### src/rtl/button_conditioner_pkg.sv
// button_conditioner_pkg: defaults, output bundle and
// counter sizing shared by the button conditioning slice.
package button_conditioner_pkg;

   localparam int DEF_SYNC_STAGES     = 2;
   localparam int DEF_DEBOUNCE_CYCLES = 16;

   // Registered outputs of the debouncer, kept as one bundle
   typedef struct packed {
      logic level;
      logic press;
      logic rel;
      logic toggle;
   } btn_out_t;

   // Stability counter width; never narrower than one bit
   function automatic int cnt_width(input int cycles);
      int w;
      w = $clog2(cycles);
      return (w < 1) ? 1 : w;
   endfunction

endpackage

### src/rtl/bit_synchronizer.sv
// bit_synchronizer: STAGES-deep flop chain for one async bit.
// Ports: clk, rst_n (async low), d (async in), q (synced out).
module bit_synchronizer #(
   parameter int   STAGES  = 2,
   parameter logic RST_VAL = 1'b0
) (
   input  logic clk,
   input  logic rst_n,
   input  logic d,
   output logic q
);

   logic [STAGES-1:0] chain;

   always_ff @(posedge clk or negedge rst_n) begin
      if (!rst_n) begin
         chain <= {STAGES{RST_VAL}};
      end else begin
         chain <= {chain[STAGES-2:0], d};
      end
   end

   assign q = chain[STAGES-1];

endmodule

### src/rtl/button_conditioner.sv
// button_conditioner: sync + stability debounce + edge detect.
// Ports: clk, rst (async low), btn_in (raw, bouncy),
// btn_level, press_pulse, rel_pulse, en_toggle (all registered).
module button_conditioner
   import button_conditioner_pkg::*;
#(
   parameter int SYNC_STAGES     = DEF_SYNC_STAGES,
   parameter int DEBOUNCE_CYCLES = DEF_DEBOUNCE_CYCLES,
   parameter int BTN_ACTIVE_HIGH = 1
) (
   input  logic clk,
   input  logic rst,
   input  logic btn_in,
   output logic btn_level,
   output logic press_pulse,
   output logic rel_pulse,
   output logic en_toggle
);

   localparam int CNT_W = cnt_width(DEBOUNCE_CYCLES);
   localparam logic [CNT_W-1:0] CNT_LAST =
      CNT_W'(DEBOUNCE_CYCLES - 1);

   logic             raw;
   logic             s;
   logic             hold;
   logic             step;
   logic             accept;
   logic [CNT_W-1:0] cnt_q;
   logic [CNT_W-1:0] cnt_d;
   btn_out_t         out_q;
   btn_out_t         out_d;

   // Polarity is fixed before the synchronizer so the chain
   // always resets to "not pressed".
   assign raw = (BTN_ACTIVE_HIGH != 0) ? btn_in : ~btn_in;

   bit_synchronizer #(
      .STAGES (SYNC_STAGES),
      .RST_VAL(1'b0)
   ) u_sync (
      .clk  (clk),
      .rst_n(rst),
      .d    (raw),
      .q    (s)
   );

   // Exactly one of these holds every cycle
   assign hold   = (s == out_q.level);
   assign step   = !hold && (cnt_q < CNT_LAST);
   assign accept = !hold && (cnt_q == CNT_LAST);

   always_comb begin
      cnt_d        = cnt_q;
      out_d        = out_q;
      out_d.press  = 1'b0;
      out_d.rel    = 1'b0;
      unique case (1'b1)
         hold: begin
            cnt_d = '0;
         end
         step: begin
            cnt_d = cnt_q + 1'b1;
         end
         accept: begin
            cnt_d        = '0;
            out_d.level  = s;
            out_d.press  = s;
            out_d.rel    = ~s;
            out_d.toggle = out_q.toggle ^ s;
         end
         default: begin
            cnt_d = '0;
         end
      endcase
   end

   always_ff @(posedge clk or negedge rst) begin
      if (!rst) begin
         cnt_q <= '0;
         out_q <= '0;
      end else begin
         cnt_q <= cnt_d;
         out_q <= out_d;
      end
   end

   assign btn_level   = out_q.level;
   assign press_pulse = out_q.press;
   assign rel_pulse   = out_q.rel;
   assign en_toggle   = out_q.toggle;

endmodule

### config.mk
export PLATFORM = sky130hd
export DESIGN_NAME = button_conditioner
export DESIGN_NICKNAME = d
export VERILOG_FILES = /design/src/rtl/button_conditioner_pkg.sv /design/src/rtl/bit_synchronizer.sv /design/src/rtl/button_conditioner.sv
export SDC_FILE = /design/constraint.sdc
export NUM_CORES = 1
export LEC_CHECK = 0
export ABC_AREA = 1
export BUFFER_PORTS_ARGS = -buffer_cell sky130_fd_sc_hd__buf_2
export CAP_MARGIN = 20
export CORE_AREA = 3 3 40 42
export CTS_CLUSTER_DIAMETER = 40
export DETAILED_ROUTE_END_ITERATION = 8
export DIE_AREA = 0 0 43 45
export GPL_ROUTABILITY_DRIVEN = 0
export GPL_TIMING_DRIVEN = 0
export PLACE_DENSITY_LB_ADDON = 0.25
export RECOVER_POWER = 100
export SYNTH_ARGS = -nofsm -noshare
export SYNTH_HDL_FRONTEND = slang
export SYNTH_HIERARCHICAL = 1
export SYNTH_SLANG_ARGS = --single-unit
export TNS_END_PERCENT = 100
### constraint.sdc
create_clock -name clk -period 1.2 [get_ports clk]
set_input_delay 0.18 -clock clk [delete_from_list [all_inputs] [get_ports clk]]
set_output_delay 0.18 -clock clk [all_outputs]
set_load 0.1 [all_outputs]
# After elaboration in Yosys (flattened, before gate mapping)
# Cells that the tools add are included.
# totals
rom_bits	0
output_inout_bits	4
ff_bits	10
ram_bits	0
mem_count	0
latch_bits	0
in_bits	3
elab_cells	17
# classes
mux	2
div	0
addsub	1
reduce_logical	3
n_bitwise	2
eq_ne	2
magnitude_cmp	1
n_shift	0
mul	0
# ops
operator	count
$add A4 B1 Y4 const B	1
$eq A4 B4 Y1 const B	1
$lt A4 B4 Y1 const B	1
$mux W4	1
$mux W3	1
$logic_and A1 B1 Y1	2
$eq A1 B1 Y1	1
$logic_not A1 Y1	1
$not A1 Y1	1
$xor A1 B1 Y1	1

# Longest topological paths before layout
# logic_depth
word_depth	4
ltp_mapped	5
mapped_depth_nobuf	5

# Hierarchy
# Netlist, hierarchy kept.
# by_module_without_submodules
mod	cells_each	seq_area_each_um2	area_per_inst_um2	instances
button_conditioner	35	200.2	342.8	1
bit_synchronizer	2	50.0	50.0	1

# Least setup slack after synthesis
# OpenSTA, ideal clock, no wires.
# synth_path
path_kind	reg-to-reg
startpoint	reg out_q (netlist bit btn_level)
endpoint	reg cnt_q[3]
synth_period_minus_slack_ps	1500
arrival_time_ps	1380
path_stages_with_launch	6
path_slack_ps	-300
n_path_buf	0
setup_time_ps	120
required_ps	1080
path_cell_list	dfrtp_1 > inv_1 > nand2_1 > nand2_1 > nand2_1 > nor2_1
# synth_between
elab_chain_cells	4
# synth_lines
item	line	source
start: declaration	button_conditioner.sv:31	btn_out_t out_q;
start signal: assignment	button_conditioner.sv:84	out_q <= out_d;
$eq A1 B1 Y1	button_conditioner.sv:49	assign hold = (s == out_q.level);
$logic_not A1 Y1	button_conditioner.sv:50	assign step = !hold && (cnt_q < CNT_LAST);
$logic_and A1 B1 Y1	button_conditioner.sv:50	
$mux W4	button_conditioner.sv:58	unique case (1'b1)
net cnt_d[3]	button_conditioner.sv:30	logic [CNT_W-1:0] cnt_d;
end signal: assignment	button_conditioner.sv:83	cnt_q <= cnt_d;
end: declaration	button_conditioner.sv:29	logic [CNT_W-1:0] cnt_q;
# The timed path passes the listed nets, and every way through them passes these cells.
# A chain may end at the register's enable or synchronous reset.

# Worst setup path in the final report
# layout_path
startpoint	reg out_q (netlist bit btn_level)
endpoint	out btn_level
# layout_rtl
item	line	source
end: declaration	button_conditioner.sv:14	output logic btn_level,
# No word-level cell between the ends.

==> impl_metrics.json <==
{
  "first_pass_iters": 2,
  "ant_nets": 0,
  "avgSynthCellArea_sq_um": 10.6,
  "worst-path-max-fanout": 4,
  "vdd.ir_drop.worst_uv": 686,
  "critical_path_class": "reg2out",
  "cts_buffers": 3,
  "period_needed_ns": 1.16,
  "overflow": 0,
  "drc": 0,
  "cp.required_ns": 1.02,
  "antenna_found_initial": 0,
  "final-hold-violation-count": 0,
  "clock_skew_ns": 0.00515,
  "rsz0062_at_grt": "no",
  "start_kind": "flip-flop",
  "vias": 265,
  "dp.cells": 58,
  "clk_latency_ns": 0.26,
  "grt.total_usage_pct": 8.01,
  "setup.worst_path.end_class": "output pin",
  "leakage_nw": 0.240,
  "reg2regPathDepth": 4,
  "area_delta_synth_final_pct": 28.3,
  "ys_warn_count": 6,
  "viasPerCell": 4.21,
  "hold_path_class": "in2reg",
  "die_h_um": 45,
  "outcome": "complete, no violations",
  "finalMaxSlewViolations": 0,
  "drtIter0Drc": 1,
  "slowest_delay_ns": 0.48,
  "hold_depth": 1,
  "cts_tree": "yes",
  "worstPathCellList": "buf_4",
  "arrival_ns": 0.98,
  "die_area_sq_um": 1940,
  "synthTopCellsByArea": "dfrtp_1 (64%), nand2_1 (8.6%), inv_1 (4.8%), nor2_1 (4.8%), nand3_4 (4.5%)",
  "maxCapViolCount": 0,
  "netlist_area_sq_um": 393,
  "fmax_mhz": 864,
  "start_util_pct": 30.6,
  "core_sq_um": 1280,
  "nets": 53,
  "design_area_sq_um": 504,
  "ys_ff_latch": 10,
  "fin_crit_sh_pct": 96.5,
  "crit_family": "flip-flops",
  "ios": 7,
  "setup_tns_ns": 0,
  "grt_max_degree": 11,
  "diodes": 0,
  "path_depth": 1,
  "cts.sinks": 10,
  "placed_cell_area_sq_um": 447,
  "crit_slowest_cell": "dfrtp_4",
  "maxSlewHeadroom_pct": 65.0,
  "grt_pass1_wl_um": 1040,
  "critPathBufInv": 1,
  "grt_pass1_vias": 261,
  "drive_gt1_share_pct": 29.2,
  "synth_top_cell_by_area": "dfrtp_1",
  "setup-violations-final": 0,
  "io_buffers": 6,
  "cts_setup_buffers": 0,
  "seq_area_frac_synth_pct": 63.7,
  "power.density_nw_per_um2": 1360,
  "clkSlewWorstSetupHoldPaths_ns": 0.06,
  "synth.top_cell.area_share_pct": 63.7,
  "rows": 13,
  "cts_max_level": 1,
  "fp.dieW_um": 43,
  "clock_path_buffers": 2,
  "synthDistinctLibCells": 11,
  "final_cells": 63,
  "wirelength_um": 572,
  "wl_per_cell_um": 9.08,
  "cts_root_buf": "clkbuf_4",
  "syn_inst": 37,
  "synth_nets": 41,
  "place_hpwl_um": 445,
  "max_slew.worst_pin.slew_ns": 0.525
}
report_power, final:
group	leakage (nW)	switching [mW]	internal, mW
sequential	0.129	0.0103	0.349
clock	0.0210	0.109	0.184
combinational	0.0900	0.0198	0.0140
total	0.240	0.139	0.547
worst register-to-register path, stage by stage (launching register included):
cell and delay, ns:
dfrtp_1 0.39, ha_2 0.23, nand3_4 0.10, nand2_1 0.15
nor2_1 0.07
path summary, 6_finish.rpt:
kind                       slack (ns)             from              end
hold reg to reg                  0.35  u_sync/chain[0]  u_sync/chain[1]
hold / removal                   0.03           btn_in  u_sync/chain[0]
max in group asynchronous        0.40              rst        btn_level
setup / recovery                 0.04        btn_level        btn_level
min in group asynchronous        0.40              rst        rel_pulse
setup reg to reg                 0.15         cnt_q[0]         cnt_q[3]
layer usage:
metal	track usage, %	share of wire, %	wire, um	vias up
met5	0	0	0	-
met4	3.61	0	0	0
met3	5.98	10	58	0
met2	13.2	49	282	9
met1	7.50	40	231	121
li1	-	-	-	135
layout make-up:
type / count / area [sq um]
fill: 136 / 781
timing repair buffer: 7 / 48.8
inverter: 5 / 18.8
multi-input combinational: 22 / 126
sequential: 10 / 255
tap: 15 / 18.8
clock buffer: 4 / 36.3
registers in the layout (all words and copies together) (netlist names):
register      flops
btn_level         1
cnt_q             4
en_toggle         1
rel_pulse         1
u_sync/chain      2
press_pulse       1
logic make-up after synthesis:
kind of cell,count (synthesis),share of synthesized area [%]
AND/OR/NAND/NOR,18,23.6
flip-flops,10,63.7
buffers and inverters,5,4.78
AO/OA/AOI/OAI,2,2.55
XOR/XNOR,1,2.23
adder cells (fa/ha/maj),1,3.18
synthesized netlist by cell type:
cell	number
o21ai_1	2
nand2_1	9
nor2_4	1
nor2_1	5
xnor2_1	1
nand4_1	1
ha_1	1
dfrtp_1	10
nand3_1	1
inv_1	5
nand3_4	1
cells in the final DEF, fill, tap and decap left out:
| master | instances |
|---|---|
| buf_2 | 1 |
| buf_4 | 2 |
| clkbuf_1 | 1 |
| clkbuf_4 | 5 |
| clkbuf_8 | 1 |
| dfrtp_1 | 8 |
| dfrtp_2 | 1 |
| dfrtp_4 | 1 |
| dlygate4sd3_1 | 1 |
| ha_2 | 1 |
| inv_1 | 5 |
| nand2_1 | 9 |
| nand3_1 | 1 |
| nand3_4 | 1 |
| nand4_1 | 1 |
| nor2_1 | 5 |
| nor2_4 | 1 |
| o21ai_0 | 2 |
| xnor2_1 | 1 |
repair_timing:
item	CTS	global route
pin swaps	0	0
endpoints found under the hold margin	10	0
hold buffers	1	0
gates cloned	0	0
gates resized for setup	3	2
setup endpoints to repair	3	2
stage by stage:
stage / hold WS (ns) / worst slack, ns / utilization, % / power (mW)
after global placement: 0.0488 / 0.114 / 34.8 / 0.397
after CTS: 0.0154 / 0.00698 / 38.9 / 0.698
after detailed placement: 0.0514 / 0.116 / 34.8 / 0.398
after floorplan: -0.116 / 0.0715 / - / 0.384
after global routing: 0.00348 / 0.00311 / 39.2 / 0.730
final: 0.0263 / 0.0426 / 39.2 / 0.686
No activity file was read; power rests on OpenSTA's default activity.
